==> src/rtl/mult_q_pipe.sv <==
// mult_q_pipe: three-stage signed fixed-point multiplier, Q(WIDTH-FBITS).FBITS,
// valid/ready stream, selectable round-half-up or floor, optional saturation.
// S1 registers operands, S2 the full product, S3 the scaled/range-checked result.
module mult_q_pipe #(
    parameter int WIDTH  = 32,
    parameter int FBITS  = 27,
    parameter bit SAT_EN = 1'b1
) (
    input  logic             clk,
    input  logic             rst,
    input  logic             in_valid,
    output logic             in_ready,
    input  logic [WIDTH-1:0] a,
    input  logic [WIDTH-1:0] b,
    input  logic             round_en,
    output logic             out_valid,
    input  logic             out_ready,
    output logic [WIDTH-1:0] y,
    output logic             ovf
);
    localparam int PW = 2 * WIDTH;

    logic [3:1]              vld_pipe;
    logic                    stall;
    logic signed [WIDTH-1:0] a_q, b_q;
    logic                    rnd1, rnd2;
    logic signed [PW-1:0]    p_q;
    logic signed [PW:0]      ext, rnd_add, sum, r;
    logic [PW-WIDTH+1:0]     hi;
    logic                    ovf_c;
    logic [WIDTH-1:0]        y_c;

    // one global stall: a held result freezes every stage
    assign out_valid = vld_pipe[3];
    assign stall     = out_valid && !out_ready;
    assign in_ready  = !rst && !stall;

    // stage valid shift register; bubbles travel like data
    always_ff @(posedge clk) begin
        if (rst)
            vld_pipe <= '0;
        else if (!stall)
            vld_pipe <= {vld_pipe[2:1], in_valid};
    end

    // S1 operand capture and S2 full-width product (data needs no reset)
    always_ff @(posedge clk) begin
        if (!stall) begin
            a_q  <= a;
            b_q  <= b;
            rnd1 <= round_en;
            p_q  <= PW'(a_q) * PW'(b_q);
            rnd2 <= rnd1;
        end
    end

    // scale product back to Q format: optional half-LSB add, then floor shift;
    // one guard bit keeps min*min plus the rounding term from wrapping
    always_comb begin
        ext     = (PW+1)'(p_q);
        rnd_add = '0;
        if (rnd2)
            rnd_add[FBITS-1] = 1'b1;
        sum   = ext + rnd_add;
        r     = sum >>> FBITS;
        // in range only if everything above the result sign bit is sign copies
        hi    = r[PW:WIDTH-1];
        ovf_c = !((&hi) || (hi == '0));
        y_c   = r[WIDTH-1:0];
        if (ovf_c && SAT_EN)
            y_c = r[PW] ? {1'b1, {(WIDTH-1){1'b0}}} : {1'b0, {(WIDTH-1){1'b1}}};
    end

    // S3 result register; only valid slots load so y/ovf hold across bubbles
    always_ff @(posedge clk) begin
        if (rst) begin
            y   <= '0;
            ovf <= 1'b0;
        end else if (!stall && vld_pipe[2]) begin
            y   <= y_c;
            ovf <= ovf_c;
        end
    end

endmodule

==> config.mk <==
export PLATFORM = sky130hd
export DESIGN_NAME = mult_q_pipe
export DESIGN_NICKNAME = d
export VERILOG_FILES = /design/src/rtl/mult_q_pipe.sv
export SDC_FILE = /design/constraint.sdc
export NUM_CORES = 2
export LEC_CHECK = 0
export ABC_AREA = 1
export CORE_AREA = 2 2 355 357
export DETAILED_ROUTE_END_ITERATION = 10
export DIE_AREA = 0 0 357 359
export DONT_BUFFER_PORTS = 1
export SYNTH_ARGS = -nofsm -noshare
export SYNTH_HDL_FRONTEND = slang
export SYNTH_SLANG_ARGS = --single-unit
==> constraint.sdc <==
create_clock -name clk -period 10.3 [get_ports clk]
set_input_delay 1.545 -clock clk [delete_from_list [all_inputs] [get_ports clk]]
set_output_delay 1.545 -clock clk [all_outputs]
set_load 0.01 [all_outputs]
==> results.yml <==
outcome:
  status: "completed"
grt:
  grt_max_degree: 61
  grt-ovfl-total: 0
  antenna_found_initial: 7
  use_met3: 0.0245
  grt_use_total: 0.199
  grt_pass1_vias: 35900
  gr-usage-met2: 0.355
  met1_usage: 0.252
  busiest_layer: "met2"
  grt_pass1_wl_um: 198000
floorplan:
  die-area_mm2: 0.128
  ios: 104
  num_rows: 130
  initial_core_util: 0.347
  coreArea_mm2: 0.125
  dieHeight_um: 359
  die_w_um: 357
timing:
  rsz0062_at_grt: "false"
  skew_ps: 29.4
  finalSetupViolCount: 0
  tightest_slew_ps: 1180
  slew_headroom: 0.216
  max_freq_mhz: 117
  period_minus_slack_ps: 8520
  setup_tns_ps: 0
  final_max_slew_viol_count: 0
  hold_violations: 0
  worst_slack_ps: 1780
  timing.final.crit_share: 0.827
synth:
  avgSynthCellArea_um2: 8.24
  async_flop_share: 0
  synth_xor_xnor_area_share: 0.0148
  synthFlopType: "edfxtp_1"
  synthAdderAreaFrac: 0.553
  yosys_register_bits: 140
  yosys-mux-area-fraction: 0
  synth_compound_area_frac: 0.0302
  yosysTopAreaCell: "fa_1"
  yosys-top-cells-area: "fa_1 50%, inv_1 14%, nand2_1 11%"
  synthSimpleGateAreaFrac: 0.155
  synth-edff-count: 104
  syn-num-nets: 6574
  synth_top_family_by_area: "adder cells"
  yosysWarnings: 0
  netlist_area_mm2: 0.0432
  yosysSeqAreaShare: 0.0889
  ys_types: 36
  synth_top_area_frac: 0.501
  netlist_instances: 5243
worst_setup_path:
  max_stage_delay_ps: 1130
  crit_type: "reg -> reg"
  worstPathArrival_ps: 8820
  critPathRequiredTime_ps: 10600
  cp_cell_sequence: "nand2_1 > inv_1 > fa_1 > fa_1 > fa_1 > fa_1 > inv_1 > fa_1 > inv_1 > fa_1 > inv_1 > fa_1 > inv_1 > fa_1 > ha_1 > a21oi_1 > o21ai_0 > a21oi_1 > o221ai_1 > a21o_1 > nand2_1 > nand2_1"
  slowest_stage: "edfxtp_1"
  cp_max_fo: 32
  worst_setup_path_end_kind: "flip-flop"
  crit_path_frequent_cell: "fa_1"
  crit_path_start_kind: "flip-flop"
route:
  vias: 31800
  viasPerCell: 4.69
  dr.first_iter.drc_count: 2021
  first_pass_iters: 6
  wl_per_cell_um: 17.7
  drc: 0
  wirelength_um: 120000
  postRouteAntennaNets: 0
clock_tree:
  cts_sinks: 140
  cts_buffers: 17
  clockBufferDepth: 2
  post_cts_buffers: 0
  h-tree-depth: 4
  root_buffer: "clkbuf_16"
  ctsResizeCount: 0
  tritoncts: "built"
  insertion_delay_ps: 560
  clk_pin_slew_ps: 80
  hold_buffers: 0
finish:
  layout_commonest_cell: "inv_1"
  final-seq-area_mm2: 0.00384
  nets: 6455
  final_area_mm2: 0.0456
  synthToLayoutAreaGrowth_pct: 5.52
  final_cell_mix: "1602 x inv_1, 1308 x nand2_1, 1081 x fa_1, 284 x nor2_1, 181 x ha_1"
  fillers: 13000
  multi_input_area_mm2: 0.0325
  drive_gt1_frac: 0.0255
  layout.cells.non_filler: 6789
place:
  dpl_cell_area_mm2: 0.0450
  gp_congestion: 0.954
  portBuffers: 0
  placed_cells: 6755
  dp_hpwl_um: 103000
  dp_slack_ps: 1750
run:
  cap_violations: 0
min_path:
  hold_path_class: "reg -> reg"
## critical path, delay by kind of cell (launching register included)
kind | cells | cell delay (ps)
adder cells (fa/ha/maj) | 9 | 5060
AO/OA/AOI/OAI | 5 | 1200
flip-flops | 1 | 1130
buffers and inverters | 5 | 700
AND/OR/NAND/NOR | 3 | 200
## final timing paths
kind | to | startpoint | cells after the start | slack (ps)
setup / recovery | p_q[58] | b_q[4] | 22 | 1780
hold / removal | rnd2 | rnd1 | 0 | 430
setup reg to reg | p_q[58] | b_q[4] | 22 | 1780
hold reg to reg | rnd2 | rnd1 | 0 | 430
## cell families (layout without fill, tap and decap cells)
| group | Yosys count | in the layout |
|---|---|---|
| buffers and inverters | 1811 | 1705 |
| AND/OR/NAND/NOR | 1714 | 1714 |
| adder cells (fa/ha/maj) | 1262 | 1262 |
| AO/OA/AOI/OAI | 243 | 243 |
| flip-flops | 140 | 140 |
| XOR/XNOR | 73 | 73 |
| other | 0 | 2 |
## sequential cells by signal, indices dropped and copies added, names as in the netlist
| name | cells |
|---|---|
| rnd1 | 1 |
| rnd2 | 1 |
| p_q | 38 |
| ovf | 1 |
| vld_pipe | 3 |
| a_q | 32 |
| b_q | 32 |
| y | 32 |
## metal layers
layer  up-vias  share of wire
met3       177          0.048
li1      14400              -
met4         2          0.027
met2       859           0.51
met1     16400           0.41
met5         -        0.00011
## Yosys cell counts (6+ instances only)
cell type / number
a21o_1: 10
a21oi_1: 121
buf_6: 6
clkbuf_1: 197
dfxtp_1: 36
edfxtp_1: 104
fa_1: 1081
ha_1: 181
inv_1: 1603
nand2_1: 1308
nand2_2: 6
nand3_1: 46
nand4_1: 18
nor2_1: 285
nor2_2: 8
nor3_1: 18
nor4_1: 10
o21ai_0: 85
o21bai_1: 9
or2_2: 8
xnor2_1: 31
xor2_1: 42
## per-stage QoR
step / util / hold WS, ps
floorplan: - / 400
finish: 0.366 / 434
detailed placement: 0.361 / 413
CTS: 0.366 / 431
global placement: 0.361 / 410
global route: 0.366 / 439
## layout make-up
| type | instances | area share |
|---|---|---|
| diodes | 2 | 0.000110 |
| inverters | 1604 | 0.132 |
| clock inverters | 12 | 0.00280 |
| clock buffers | 20 | 0.0107 |
| repair buffers | 69 | 0.0114 |
| multi-input cells | 3292 | 0.713 |
| flip-flops and latches | 140 | 0.0843 |
| well taps | 1650 | 0.0453 |
Power is left out: the tool's default activity adds up to more than one toggle a clock period on the data nets, which glitch-free logic cannot reach.
